==> src/rtl/ird_seq_pkg.sv <==
`default_nettype none
// ============================================================================
// Module      : ird_seq_pkg
// Description : Shared DPM decode definitions: IRD sequencer states and
//               ROM-addressing constants.
// Revision    : 1.0
// ============================================================================
package ird_seq_pkg;

  typedef enum logic [2:0] {
    ST_IDLE = 3'd0,
    ST_W1   = 3'd1,
    ST_D1   = 3'd2,
    ST_EXEC = 3'd3,
    ST_WX   = 3'd4,
    ST_DX   = 3'd5
  } ird_state_t;

  // Specifier mode nibble that selects register-mode addressing.
  localparam logic [3:0] REG_MODE_NIB = 4'h5;

  localparam int unsigned MAX_SPEC_DEFAULT = 6;

endpackage : ird_seq_pkg
`default_nettype wire

==> src/rtl/ird_seq.sv <==
`default_nettype none
// ============================================================================
// Module      : ird_seq
// Description : Instruction-decode sequencer feeding the IRD1/IRDX dispatch
//               ROMs; captures opcode/specifier bytes and sequences dispatch.
// Revision    : 1.0
// ============================================================================
module ird_seq
  import ird_seq_pkg::*;
#(
  parameter int unsigned MAX_SPEC = MAX_SPEC_DEFAULT
) (
  input  logic       clk_h,
  input  logic       reset_h,
  input  logic [7:0] ib_byte_h,
  input  logic       ib_valid_h,
  output logic       ib_take_h,
  input  logic       ird1_req_h,
  input  logic       irdx_req_h,
  input  logic       abort_h,
  output logic [7:0] xbuf_h,
  output logic [7:0] ir_h,
  output logic [2:0] ird_ctr_h,
  output logic       ird1_h,
  output logic       ird1_l,
  output logic       en_ird_rom_h,
  output logic       reg_mode_h,
  output logic       ird_stall_h
);

  localparam logic [3:0] c_max_spec = 4'(MAX_SPEC);

  ird_state_t r_state;
  logic [7:0] r_xbuf;
  logic [7:0] r_ir;
  logic [2:0] r_ctr;
  logic       r_ird1;
  logic       r_en_rom;
  logic       r_reg_mode;

  logic       w_waiting;
  logic [3:0] w_ctr_inc;
  logic [2:0] w_ctr_next;

  assign w_waiting  = (r_state == ST_W1) || (r_state == ST_WX);
  assign w_ctr_inc  = {1'b0, r_ctr} + 4'd1;
  assign w_ctr_next = (w_ctr_inc >= c_max_spec) ? c_max_spec[2:0] : w_ctr_inc[2:0];

  // A byte is only popped when the capture edge will actually take it.
  assign ib_take_h   = w_waiting && ib_valid_h && !abort_h && !reset_h;
  assign ird_stall_h = w_waiting && !ib_valid_h;

  always_ff @(posedge clk_h) begin
    if (reset_h) begin
      r_state    <= ST_IDLE;
      r_xbuf     <= 8'h00;
      r_ir       <= 8'h00;
      r_ctr      <= 3'd0;
      r_ird1     <= 1'b0;
      r_en_rom   <= 1'b0;
      r_reg_mode <= 1'b0;
    end else begin
      r_ird1     <= 1'b0;
      r_en_rom   <= 1'b0;
      r_reg_mode <= 1'b0;
      if (abort_h) begin
        r_state <= ST_IDLE;
        r_ctr   <= 3'd0;
      end else begin
        // Dispatch-cycle outputs are set on the capture edge so they are registered.
        case (r_state)
          ST_IDLE: begin
            if (ird1_req_h) r_state <= ST_W1;
          end
          ST_EXEC: begin
            if (ird1_req_h)      r_state <= ST_W1;
            else if (irdx_req_h) r_state <= ST_WX;
          end
          ST_W1: begin
            if (ib_valid_h) begin
              r_xbuf   <= ib_byte_h;
              r_state  <= ST_D1;
              r_en_rom <= 1'b1;
              r_ird1   <= 1'b1;
            end
          end
          ST_D1: begin
            r_ir    <= r_xbuf;
            r_ctr   <= 3'd0;
            r_state <= ST_EXEC;
          end
          ST_WX: begin
            if (ib_valid_h) begin
              r_xbuf     <= ib_byte_h;
              r_state    <= ST_DX;
              r_en_rom   <= 1'b1;
              r_reg_mode <= (ib_byte_h[7:4] == REG_MODE_NIB);
            end
          end
          ST_DX: begin
            r_ctr   <= w_ctr_next;
            r_state <= ST_EXEC;
          end
          default: r_state <= ST_IDLE;
        endcase
      end
    end
  end

  assign xbuf_h       = r_xbuf;
  assign ir_h         = r_ir;
  assign ird_ctr_h    = r_ctr;
  assign ird1_h       = r_ird1;
  assign ird1_l       = ~r_ird1;
  assign en_ird_rom_h = r_en_rom;
  assign reg_mode_h   = r_reg_mode;

endmodule : ird_seq
`default_nettype wire

==> config.mk <==
export PLATFORM = sky130hd
export DESIGN_NAME = ird_seq
export DESIGN_NICKNAME = d
export VERILOG_FILES = /design/src/rtl/ird_seq_pkg.sv /design/src/rtl/ird_seq.sv
export SDC_FILE = /design/constraint.sdc
export NUM_CORES = 1
export LEC_CHECK = 0
export ABC_AREA = 0
export BUFFER_PORTS_ARGS = -buffer_cell sky130_fd_sc_hd__buf_4
export CAP_MARGIN = 25
export CELL_PAD_IN_SITES_DETAIL_PLACEMENT = 1
export CELL_PAD_IN_SITES_GLOBAL_PLACEMENT = 1
export CORE_ASPECT_RATIO = 0.6
export CORE_MARGIN = 3
export CORE_UTILIZATION = 37
export DETAILED_ROUTE_END_ITERATION = 16
export PLACE_DENSITY = 0.88
export SYNTH_ARGS = -nofsm -noshare
export SYNTH_HDL_FRONTEND = slang
export SYNTH_SLANG_ARGS = --single-unit
export TNS_END_PERCENT = 30
==> constraint.sdc <==
create_clock -name clk_h -period 2.9 [get_ports clk_h]
set_clock_uncertainty 0.05 [all_clocks]
set_input_delay 0.58 -clock clk_h [delete_from_list [all_inputs] [get_ports clk_h]]
set_output_delay 0.58 -clock clk_h [all_outputs]
set_load 0.02 [all_outputs]
# Yosys cells after proc, flatten, opt, wreduce, memory -nomap -nowiden
# Cells that the tools add are included.
[op_classes]
n_bitwise = 6
muxes = 9
n_addsub = 1
n_lt_le_gt_ge = 1
n_reduce_logical = 19
n_eq_ne = 10
[ops]
columns = ["operator", "count"]
rows = [
  ["3-bit 2-to-1 mux", 6],
  ["3-bit case mux with 5 select lines", 1],
  ["3-bit by 2-bit equality test with 1-bit output, second input constant", 2],
  ["3-bit equality test, second input constant", 2],
  ["2-bit != test, second input constant", 3],
  ["1-bit NOT", 6],
  ["3-bit case mux with 2 select lines", 1],
  ["2-bit OR reduction", 3],
  ["3-bit OR reduction", 2],
  ["3-bit by 1-bit adder with 4-bit output, second input constant", 1],
  ["4-bit by 3-bit equality test with 1-bit output, second input constant", 1],
  ["4-bit by 3-bit >= comparator with 1-bit output, second input constant", 1],
  ["1-bit logical AND", 4],
  ["4-bit AND reduction", 1],
  ["4-bit OR reduction", 1],
  ["3-bit by 1-bit equality test with 1-bit output, second input constant", 1],
  ["1-bit zero test", 3],
  ["3-bit zero test", 1],
  ["3-bit != test, second input constant", 1],
  ["3-bit AND reduction", 1],
  ["2-bit AND reduction", 1],
  ["2-bit nonzero test", 1],
  ["1-bit logical OR", 1],
  ["1-bit 2-to-1 mux", 1],
]
[totals]
elab_cells = 53
output_inout_bits = 25
register_bits = 25
input_bits = 14

# Depth between registers and ports, before layout
[depth]
word_depth = 5
mapped_depth = 6

# Worst setup path after synthesis
# OpenSTA, ideal clock, no wires.
[synth_path]
path_type = "input to output"
startpoint = "in reset_h"
endpoint = "out ib_take_h"
cell_stages = 5
required_ns = 2.270
path_slack_ns = 0.709
t_arrival_ns = 1.561
cell_sequence = "buf_6 -> or2_1 -> buf_6 -> or2_4 -> nor2_1"
[synth_via]
elab_chain_len = 2
[synth_lines]
columns = ["item", "line", "rtl"]
rows = [
  ["from (decl)", "ird_seq.sv:14", "input logic reset_h,"],
  ["1-bit zero test", "ird_seq.sv:50", "assign ib_take_h = w_waiting && ib_valid_h && !abort_h && !reset_h;"],
  ["1-bit logical AND", "ird_seq.sv:50", ""],
  ["to (decl)", "ird_seq.sv:17", "output logic ib_take_h,"],
]
# Every way passes these cells.

# Worst setup path after layout
# Same ends and word-level chain as after synthesis.

==> flow_metrics.py <==
metrics = {
    "run_status": {
        "status": "finished clean",
    },
    "die": {
        "die_h_um": 47.4,
        "coreArea_sq_um": 2610,
        "start_util": 0.404,
        "rows": 14,
        "die-area_sq_um": 3550,
        "die_x_um": 74.9,
        "pin_count": 39,
    },
    "yosys": {
        "syn_area_sq_um": 1050,
        "syn_inst": 120,
        "synth_area_leader_cell": "dfxtp_1",
        "ys_warn_count": 0,
        "synthTopCellsByArea": "dfxtp_1 (47%), mux2i_1 (7.6%), nand2_1 (6.8%)",
        "async_flop_share": 0,
        "syn-num-nets": 136,
        "synth_cell_types": 28,
        "synth_top_area_share": 0.474,
        "synth_top_flop_cell": "dfxtp_1",
        "synth_seq_cells": 25,
        "synth.avg_cell_area_sq_um": 8.79,
        "synth_edf_count": 0,
        "yosysSeqAreaShare": 0.474,
    },
    "place": {
        "dp_hpwl_um": 2390,
        "gp_congestion": 0.774,
        "placed_cell_area_sq_um": 1340,
        "io_buffer_count": 38,
    },
    "route": {
        "drc_errors": 0,
        "drt_iter0_markers": 50,
        "vias_per_cell": 5.19,
        "drt-pass1-iter-count": 4,
        "wl_per_cell_um": 16.5,
        "drtAntennaViolNets": 0,
        "vias": 975,
        "wl_um": 3100,
    },
    "pwr": {
        "powerDensity_nw_per_um2": 435,
        "vdd_drop_max_uv": 266,
        "clockPowerShare": 0.340,
        "p_seq_frac": 0.580,
        "p_sw_frac": 0.225,
        "leakagePower_nw": 0.611,
        "p_sw_mw": 0.136,
        "power_frac_comb": 0.080,
        "p_int_mw": 0.467,
    },
    "clock_network": {
        "cts_tree": "built",
        "cts_resized": 0,
        "ctsHoldBuffers": 0,
        "clk_path_buf_depth": 2,
        "clock_latency_ps": 270,
        "cts_inserted_buffers": 3,
        "cts.sinks": 25,
        "cts_max_level": 1,
        "clock_tree.root_cell": "clkbuf_8",
        "post-cts-setup-buffer-count": 0,
        "clk_pin_slew_worst_paths_ps": 80,
    },
    "sta": {
        "setup-violations-final": 0,
        "fin_hold_ws_ps": 416,
        "fmaxAchievable_mhz": 440,
        "hold_violations": 0,
        "post-route-min-period_ps": 2270,
        "relSlewSlack": 0.592,
        "tightest_slew_ps": 608,
        "period_share": 0.784,
        "rsz0062_at_grt": "no",
        "fin_setup_tns_ps": 0,
        "drv_slew": 0,
    },
    "final_layout": {
        "fin_nets": 173,
        "drive_gt1_frac": 0.295,
        "area_growth_pct": 31.3,
        "fin_area_sq_um": 1390,
        "antennaDiodeCount": 0,
    },
    "global_route": {
        "grt_max_degree": 19,
        "antenna_found_initial": 0,
        "grt_usage": 0.198,
        "grt_overflow_total": 0,
        "grt_pass1_vias": 1004,
        "grt_first_pass_wirelength_um": 5060,
    },
    "job": {
        "max_cap_violations": 0,
    },
    "critical_path": {
        "crit_required_ps": 2270,
        "arrival_ps": 1640,
        "critPathMaxFanout": 18,
        "crit_path_start_kind": "input pin",
        "worstSetupEndpointType": "output port",
        "crit_type": "input pin to output port",
    },
    "hold_path": {
        "hold_path_class": "register to register",
    },
}
logic make-up after synthesis:
family / Yosys count / share of synthesized area
AND/OR/NAND/NOR: 51 / 0.238
flip-flops: 25 / 0.474
AO/OA/AOI/OAI: 23 / 0.127
buffers and inverters: 10 / 0.0522
multiplexers: 8 / 0.0759
adder cells (fa/ha/maj): 2 / 0.0237
XOR/XNOR: 1 / 0.00831
layer usage:
metal  vias to the layer above  part of all wire  track usage
li1                        475                 -            -
met1                       465              0.45        0.259
met2                        29              0.49        0.330
met3                         6             0.045       0.0427
met4                         0             0.016       0.0638
met5                         -                 0            0
registers in the layout, indices dropped and copies added, names as in the netlist:
name / flops
ir_h: 8
en_ird_rom_h: 1
ird_ctr_h: 3
xbuf_h: 8
reg_mode_h: 1
ird1_h: 1
r_state: 3
worst max-delay path, stage by stage:
cell	delay [ps]
buf_4	180
or2_1	320
or2_4	300
nor2_1	100
buf_4	160
cell usage after synthesis, types with 3 or more instances:
cell      number
o21ai_0        3
mux2i_1        8
a21oi_1       14
nand3b_1       3
nand2_1       19
dfxtp_1       25
nor2_1        16
inv_1          4
path summary, 6_finish.rpt:
path,start,to,slack [ps],cells past startpoint
worst max-delay path,reset_h,ib_take_h,630,5
worst min-delay path,ir_h[3],ir_h[3],420,2
worst max register to register,r_state[1],ir_h[4],950,4
worst min register to register,ir_h[3],ir_h[3],420,2
cells in the final DEF (no fill, tap or decap):
| cell type | netlist | layout |
|---|---|---|
| nor2_1 | 16 | 16 |
| o22a_1 | 1 | 1 |
| nor2b_1 | 1 | 1 |
| a31oi_1 | 1 | 1 |
| clkbuf_1 | 2 | 1 |
| or3_1 | 2 | 2 |
| nand3b_1 | 3 | 3 |
| or2_4 | 1 | 1 |
| or2_1 | 1 | 1 |
| a21o_1 | 1 | 1 |
| a311oi_1 | 2 | 2 |
| mux2i_1 | 8 | 8 |
| a21oi_1 | 14 | 14 |
| xnor2_1 | 1 | 1 |
| or4b_4 | 1 | 1 |
| dfxtp_1 | 25 | 25 |
| buf_4 | 0 | 38 |
| clkbuf_8 | 0 | 3 |
| inv_1 | 4 | 4 |
| nor3b_2 | 1 | 1 |
| ha_1 | 2 | 2 |
| or3b_2 | 1 | 1 |
| o21ai_0 | 3 | 3 |
| nand2_1 | 19 | 19 |
| nor3_1 | 2 | 2 |
| nand2b_1 | 2 | 2 |
| o221ai_1 | 1 | 1 |
| or2_2 | 1 | 1 |
power by group through the flow:
stage / registers [mW] / logic (mW) / clock network, mW
after floorplan: 0.359 / 0.0226 / 0
after global placement: 0.357 / 0.0445 / 0
after detailed placement: 0.358 / 0.0476 / 0
after CTS: 0.349 / 0.0482 / 0.209
after global routing: 0.350 / 0.0525 / 0.225
final: 0.350 / 0.0484 / 0.205
stage by stage:
stage / worst slack [ps] / util / total power [mW] / std cells
after floorplan: 709 / - / 0.381 / 120
after global placement: 699 / 0.513 / 0.402 / 184
after detailed placement: 638 / 0.513 / 0.405 / 184
after CTS: 636 / 0.531 / 0.607 / 188
after global routing: 603 / 0.531 / 0.628 / 188
final: 625 / 0.531 / 0.603 / 188
cell type report:
| cell class | count | area, sq um |
|---|---|---|
| clock buffers | 4 | 45.0 |
| inverters | 4 | 15.0 |
| flip-flops and latches | 25 | 500 |
| repair buffers | 38 | 285 |
| multi-input cells | 85 | 499 |
| fillers | 314 | 1220 |
| well taps | 32 | 40.0 |
No activity file was read; power rests on OpenSTA's default activity.
